**config.mk**
```make
export PLATFORM = sky130hd
export DESIGN_NAME = rgb_byte_assembler_flat
export DESIGN_NICKNAME = d
export VERILOG_FILES = /design/src/rtl/rgb_link_pkg.sv /design/src/rtl/rgb_byte_assembler_if.sv /design/src/rtl/link_timeout_cnt.sv /design/src/rtl/rgb_byte_assembler.sv /design/src/flat_wrapper.sv
export SDC_FILE = /design/constraint.sdc
export NUM_CORES = 1
export LEC_CHECK = 0
export ABC_CLOCK_PERIOD_IN_PS = 2400
export CAP_MARGIN = 30
export CORE_AREA = 3 3 75 77
export CTS_CLUSTER_SIZE = 24
export DETAILED_ROUTE_END_ITERATION = 10
export DIE_AREA = 0 0 78 80
export DONT_BUFFER_PORTS = 1
export GPL_ROUTABILITY_DRIVEN = 0
export GPL_TIMING_DRIVEN = 0
export PLACE_DENSITY = 0.73
export SETUP_SLACK_MARGIN = 0.1
export SYNTH_ARGS = -nofsm -noshare
export SYNTH_HDL_FRONTEND = slang
export SYNTH_SLANG_ARGS = --single-unit
```
**constraint.sdc**
```tcl
create_clock -name sys_clk -period 2.4 [get_ports sys_clk]
set_clock_uncertainty 0.15 [all_clocks]
set_input_delay 0.24 -clock sys_clk [delete_from_list [all_inputs] [get_ports sys_clk]]
set_output_delay 0.24 -clock sys_clk [all_outputs]
set_load 0.1 [all_outputs]
```
**src/rtl/rgb_link_pkg.sv**
```systemverilog
// Shared definitions for the byte-serial RGB link (serializer and assembler sides).
package rgb_link_pkg;

  localparam int CNT_W = 11;
  localparam logic [CNT_W-1:0] TIMEOUT_MAX_DFLT = 11'd1000;

  typedef enum logic [1:0] {
    ST_WAIT_R = 2'd0,
    ST_WAIT_G = 2'd1,
    ST_WAIT_B = 2'd2
  } link_state_e;

  // Position of each colour byte on the wire.
  typedef enum logic [1:0] {
    BYTE_R = 2'd0,
    BYTE_G = 2'd1,
    BYTE_B = 2'd2
  } byte_order_e;

endpackage

```
**src/rtl/rgb_byte_assembler_if.sv**
```systemverilog
// Byte stream in, assembled pixel and error status out.
interface rgb_byte_assembler_if #(
  parameter int ERR_CNT_W = 8
);
  logic [7:0]           data_in;
  logic                 data_in_ready;
  logic [7:0]           r_data_out;
  logic [7:0]           g_data_out;
  logic [7:0]           b_data_out;
  logic                 pixel_valid;
  logic                 frame_err;
  logic [ERR_CNT_W-1:0] err_count;

  modport master (
    output data_in, data_in_ready,
    input  r_data_out, g_data_out, b_data_out, pixel_valid, frame_err, err_count
  );

  modport slave (
    input  data_in, data_in_ready,
    output r_data_out, g_data_out, b_data_out, pixel_valid, frame_err, err_count
  );
endinterface

```
**src/rtl/link_timeout_cnt.sv**
```systemverilog
// Inter-byte idle counter; expire fires on the idle cycle that would reach TIMEOUT_MAX.
module link_timeout_cnt
  import rgb_link_pkg::*;
#(
  parameter logic [CNT_W-1:0] TIMEOUT_MAX = TIMEOUT_MAX_DFLT
) (
  input  logic sys_clk,
  input  logic sys_rst_n,
  input  logic clr,
  input  logic en,
  output logic expire
);
  localparam logic [CNT_W-1:0] LAST = TIMEOUT_MAX - 11'd1;

  logic [CNT_W-1:0] cnt;

  // clr wins so a strobe landing on the last idle cycle is never a timeout.
  assign expire = en && !clr && (cnt == LAST);

  always_ff @(posedge sys_clk or negedge sys_rst_n) begin
    if (!sys_rst_n)          cnt <= '0;
    else if (clr || expire)  cnt <= '0;
    else if (en)             cnt <= cnt + CNT_W'(1);
  end
endmodule

```
**src/rtl/rgb_byte_assembler.sv**
```systemverilog
// Reassembles R/G/B byte triples into pixels; drops stalled triples and counts drops.
module rgb_byte_assembler
  import rgb_link_pkg::*;
#(
  parameter logic [CNT_W-1:0] TIMEOUT_MAX = TIMEOUT_MAX_DFLT,
  parameter int               ERR_CNT_W   = 8
) (
  input  logic                 sys_clk,
  input  logic                 sys_rst_n,
  rgb_byte_assembler_if.slave  link
);
  link_state_e          state;
  logic [7:0]           r_hold, g_hold;
  logic [ERR_CNT_W-1:0] err_cnt;
  logic                 stb, waiting, expire;

  assign stb     = link.data_in_ready;
  assign waiting = (state != ST_WAIT_R);
  assign link.err_count = err_cnt;

  link_timeout_cnt #(.TIMEOUT_MAX(TIMEOUT_MAX)) u_tmo (
    .sys_clk   (sys_clk),
    .sys_rst_n (sys_rst_n),
    .clr       (!waiting || stb),
    .en        (waiting && !stb),
    .expire    (expire)
  );

  always_ff @(posedge sys_clk or negedge sys_rst_n) begin
    if (!sys_rst_n) begin
      state            <= ST_WAIT_R;
      r_hold           <= '0;
      g_hold           <= '0;
      link.r_data_out  <= '0;
      link.g_data_out  <= '0;
      link.b_data_out  <= '0;
      link.pixel_valid <= 1'b0;
      link.frame_err   <= 1'b0;
      err_cnt          <= '0;
    end else begin
      link.pixel_valid <= 1'b0;
      link.frame_err   <= 1'b0;
      if (expire) begin
        // Partial triple dropped; outputs keep the last complete pixel.
        state          <= ST_WAIT_R;
        link.frame_err <= 1'b1;
        if (err_cnt != '1) err_cnt <= err_cnt + ERR_CNT_W'(1);
      end else begin
        unique case (state)
          ST_WAIT_R: if (stb) begin
            r_hold <= link.data_in;
            state  <= ST_WAIT_G;
          end
          ST_WAIT_G: if (stb) begin
            g_hold <= link.data_in;
            state  <= ST_WAIT_B;
          end
          ST_WAIT_B: if (stb) begin
            link.r_data_out  <= r_hold;
            link.g_data_out  <= g_hold;
            link.b_data_out  <= link.data_in;
            link.pixel_valid <= 1'b1;
            state            <= ST_WAIT_R;
          end
          default: state <= ST_WAIT_R;
        endcase
      end
    end
  end
endmodule
```
**src/flat_wrapper.sv**
```systemverilog
// flat-port wrapper written by rule: the top's interface ports become plain ports
module rgb_byte_assembler_flat import rgb_link_pkg::*;
#(
  parameter logic [CNT_W-1:0] TIMEOUT_MAX = TIMEOUT_MAX_DFLT,
  parameter int               ERR_CNT_W   = 8
)
  (sys_clk, sys_rst_n, link_data_in, link_data_in_ready, link_r_data_out, link_g_data_out, link_b_data_out, link_pixel_valid, link_frame_err, link_err_count);
  rgb_byte_assembler_if #(.ERR_CNT_W(ERR_CNT_W)) link_i ();
  input  logic sys_clk;
  input  logic sys_rst_n;
  input wire logic [$bits(link_i.data_in)-1:0] link_data_in;
  input wire logic [$bits(link_i.data_in_ready)-1:0] link_data_in_ready;
  output wire logic [$bits(link_i.r_data_out)-1:0] link_r_data_out;
  output wire logic [$bits(link_i.g_data_out)-1:0] link_g_data_out;
  output wire logic [$bits(link_i.b_data_out)-1:0] link_b_data_out;
  output wire logic [$bits(link_i.pixel_valid)-1:0] link_pixel_valid;
  output wire logic [$bits(link_i.frame_err)-1:0] link_frame_err;
  output wire logic [$bits(link_i.err_count)-1:0] link_err_count;
  assign link_i.data_in = link_data_in;
  assign link_i.data_in_ready = link_data_in_ready;
  assign link_r_data_out = link_i.r_data_out;
  assign link_g_data_out = link_i.g_data_out;
  assign link_b_data_out = link_i.b_data_out;
  assign link_pixel_valid = link_i.pixel_valid;
  assign link_frame_err = link_i.frame_err;
  assign link_err_count = link_i.err_count;
  rgb_byte_assembler #(.TIMEOUT_MAX(TIMEOUT_MAX), .ERR_CNT_W(ERR_CNT_W)) u_core (.sys_clk(sys_clk), .sys_rst_n(sys_rst_n), .link(link_i));
endmodule
```
==> results.yml <==
status:
  status: "completed"
critical_path:
  slowest_stage: "dfrtp_4"
  critical_path_class: "flip-flop to flip-flop"
  cp-start-kind: "flip-flop"
  reg2reg_to: "u_core.link.err_count[1]$_DFFE_PN0P_"
  worstPathArrival_ps: 2180
  endpoint_kind: "flip-flop"
  rrSetupSlack_ps: 280
  ff2ff_path_depth: 5
  cp_max_fo: 5
  worstReg2RegStart: "u_core.link.err_count[1]$_DFFE_PN0P_"
  cp.required_ps: 2460
  crit_chain: "ha_1 -> nand4_1 -> nor2_1 -> nor2b_4 -> mux2_4"
  critPathMaxStageDelay_ps: 630
clock_tree:
  insertion_delay_ps: 320
  cts_made_buffers: 9
  clockRootBuffer: "clkbuf_8"
  htree_levels: 3
  cts.sinks: 63
  path_clk_slew_ps: 70
  cts_tree: "built"
  cts_setup_buffers: 0
  clock_path_buffers: 2
place:
  post-place-ws_ps: -36.6
  portBuffers: 0
  hpwl_mm: 3.08
synthesis:
  ys_types: 32
  netlist_area_um2: 2610
  syn_inst: 233
  synth_seq_cells: 63
  synth-edff-count: 0
  ys_seq_area_frac: 0.605
  avgSynthCellArea_um2: 11.2
  ys_warn_count: 0
  syn-num-nets: 246
  ys.flop_type: "dfrtp_1"
  async_reset_ff_frac: 1.00
routing:
  antenna_left: 0
  remaining_drc_errors: 0
  via_count: 1716
  wl_per_cell_um: 14.5
  drt_iter0_markers: 71
  post_drt_via_cell_ratio: 5.18
  drt_wl_total_mm: 4.79
  drt_first_pass_iters: 5
finish:
  final_nets: 269
  final_layout_size_suffix_gt1_frac: 0.218
  layout_common_cells: "nand2_1 (77), dfrtp_1 (56), mux2_2 (16)"
  final_util: 0.602
  antenna_cells: 0
  mostFrequentLayoutCell: "nand2_1"
  area_delta_synth_final_pct: 17.3
global_routing:
  grt_pass1_vias: 1729
  grt_max_degree: 64
  antenna_found_initial: 0
  grt_first_pass_wirelength_mm: 8.08
  overflow: 0
  grt_use_total: 0.170
flow_run:
  maxCapViolCount: 0
worst_hold_path:
  hold_class: "input pin to flip-flop"
  hold_path_startpoint: "link_data_in_ready"
  hold_end: "u_core.u_tmo.cnt[1]$_DFFE_PN0P_"
  hold_depth: 2
sta:
  relSlewSlack: 0.385
  rsz0062_at_grt: "no"
  setup_violations: 0
  worst_pin_slew_ps: 923
  layout_worst_path_cycle_share: 0.882
  fmax_mhz: 472
  setup_ws_ps: 282
  final_hold_viol_count: 0
  fin_crit_ps: 2120
  slew_violations: 0
power_and_ir_drop:
  powerDensity_nw_per_um2: 1430
  leakagePower_nw: 1.47
  irDropWorstVdd_mv: 0.644
  finalPower_mw: 4.38
die:
  rows: 26
  dieWidth_um: 78
  die-area_um2: 6240
  start_util: 0.514
  die_y_um: 80
  pin_count: 45
  core_um2: 5070
## flip-flops by register name, indices dropped and copies added, names as in the netlist
| register | cells |
|---|---|
| u_core.g_hold | 8 |
| u_core.link.pixel_valid | 1 |
| u_core.u_tmo.cnt | 11 |
| u_core.link.r_data_out | 8 |
| u_core.state | 2 |
| u_core.link.frame_err | 1 |
| u_core.r_hold | 8 |
| u_core.link.g_data_out | 8 |
| u_core.link.b_data_out | 8 |
| u_core.link.err_count | 8 |
## final cells by class
class	count	area, µm²
Timing Repair Buffer	12	155
Clock inverter	3	15.0
Sequential cell	63	1590
Clock buffer	13	179
Fill cell	441	2020
Buffer	6	40.0
Tap cell	70	87.6
Inverter	1	3.75
Multi-Input combinational cell	163	986
## what timing repair did
action	in CTS	in global routing
resized for setup	3	4
endpoints found under the hold margin	89	0
hold buffers	11	0
pin swaps	0	0
endpoints found under the setup margin	6	1
## synth_stat cells (2+ instances only)
master / number / share of area
nand2_1: 77 / 0.11
a21oi_1: 4 / 0.0077
xor2_1: 13 / 0.044
nor3_1: 2 / 0.0038
and3_1: 3 / 0.0072
nor4_2: 2 / 0.0096
and4_1: 3 / 0.010
ha_1: 2 / 0.0096
buf_6: 2 / 0.0086
buf_2: 2 / 0.0038
nand3_1: 9 / 0.017
dfrtp_1: 63 / 0.60
clkbuf_1: 2 / 0.0029
nor2_1: 12 / 0.017
nand4_1: 3 / 0.0072
nand3b_1: 3 / 0.0086
mux2_2: 16 / 0.069
## logic make-up (layout without fill, tap and decap cells)
logic type | count (synthesis) | after routing | synth area share
buffers and inverters | 7 | 35 | 0.0168
and+or+nand+nor | 123 | 123 | 0.229
adders and majority gates | 2 | 2 | 0.00960
AOI/OAI and AO/OA | 7 | 7 | 0.0182
DFF | 63 | 63 | 0.605
xor gates and xnor gates | 14 | 14 | 0.0470
muxes | 17 | 17 | 0.0749
## worst max path at each step
stage	endpoint	slack, ps	start
after global routing	u_core.link.err_count[1]$_DFFE_PN0P_	190	u_core.u_tmo.cnt[0]$_DFFE_PN0P_
after floorplan	u_core.link.err_count[1]$_DFFE_PN0P_	140	u_core.link.err_count[3]$_DFFE_PN0P_
after global placement	u_core.link.err_count[1]$_DFFE_PN0P_	-0.9	u_core.link.err_count[3]$_DFFE_PN0P_
after detailed placement	u_core.link.err_count[1]$_DFFE_PN0P_	-40	u_core.link.err_count[3]$_DFFE_PN0P_
after CTS	u_core.link.err_count[1]$_DFFE_PN0P_	110	u_core.link.err_count[2]$_DFFE_PN0P_
final	u_core.link.err_count[1]$_DFFE_PN0P_	280	u_core.link.err_count[1]$_DFFE_PN0P_
## report_power, final
group | internal [mW] | switching (mW)
clock network | 0.483 | 0.380
registers | 1.38 | 1.53
logic | 0.304 | 0.302
total | 2.16 | 2.22
## stage by stage
step	hold slack, ps	area (µm²)	cells	setup TNS, ps
after floorplan	-206	2610	233	0
after global placement	-204	2700	303	-0.911
after detailed placement	-204	2700	303	-36.6
after CTS	99.4	3020	330	0
after global routing	95.8	3060	331	0
final	110	3060	331	0
## routing by layer
metal,share of wire,global-route usage,up-vias
li1,-,-,819
met4,0.018,0.0892,0
met3,0.069,0.0440,8
met5,0,0,-
met1,0.43,0.219,842
met2,0.48,0.265,47
## critical path, delay by kind of cell (launching register included)
kind / cells / cell delay (ps)
fa+ha+maj: 1 / 310
simple gates: 3 / 610
mux: 1 / 310
flops: 1 / 630
No activity file was read; power rests on OpenSTA's default activity.
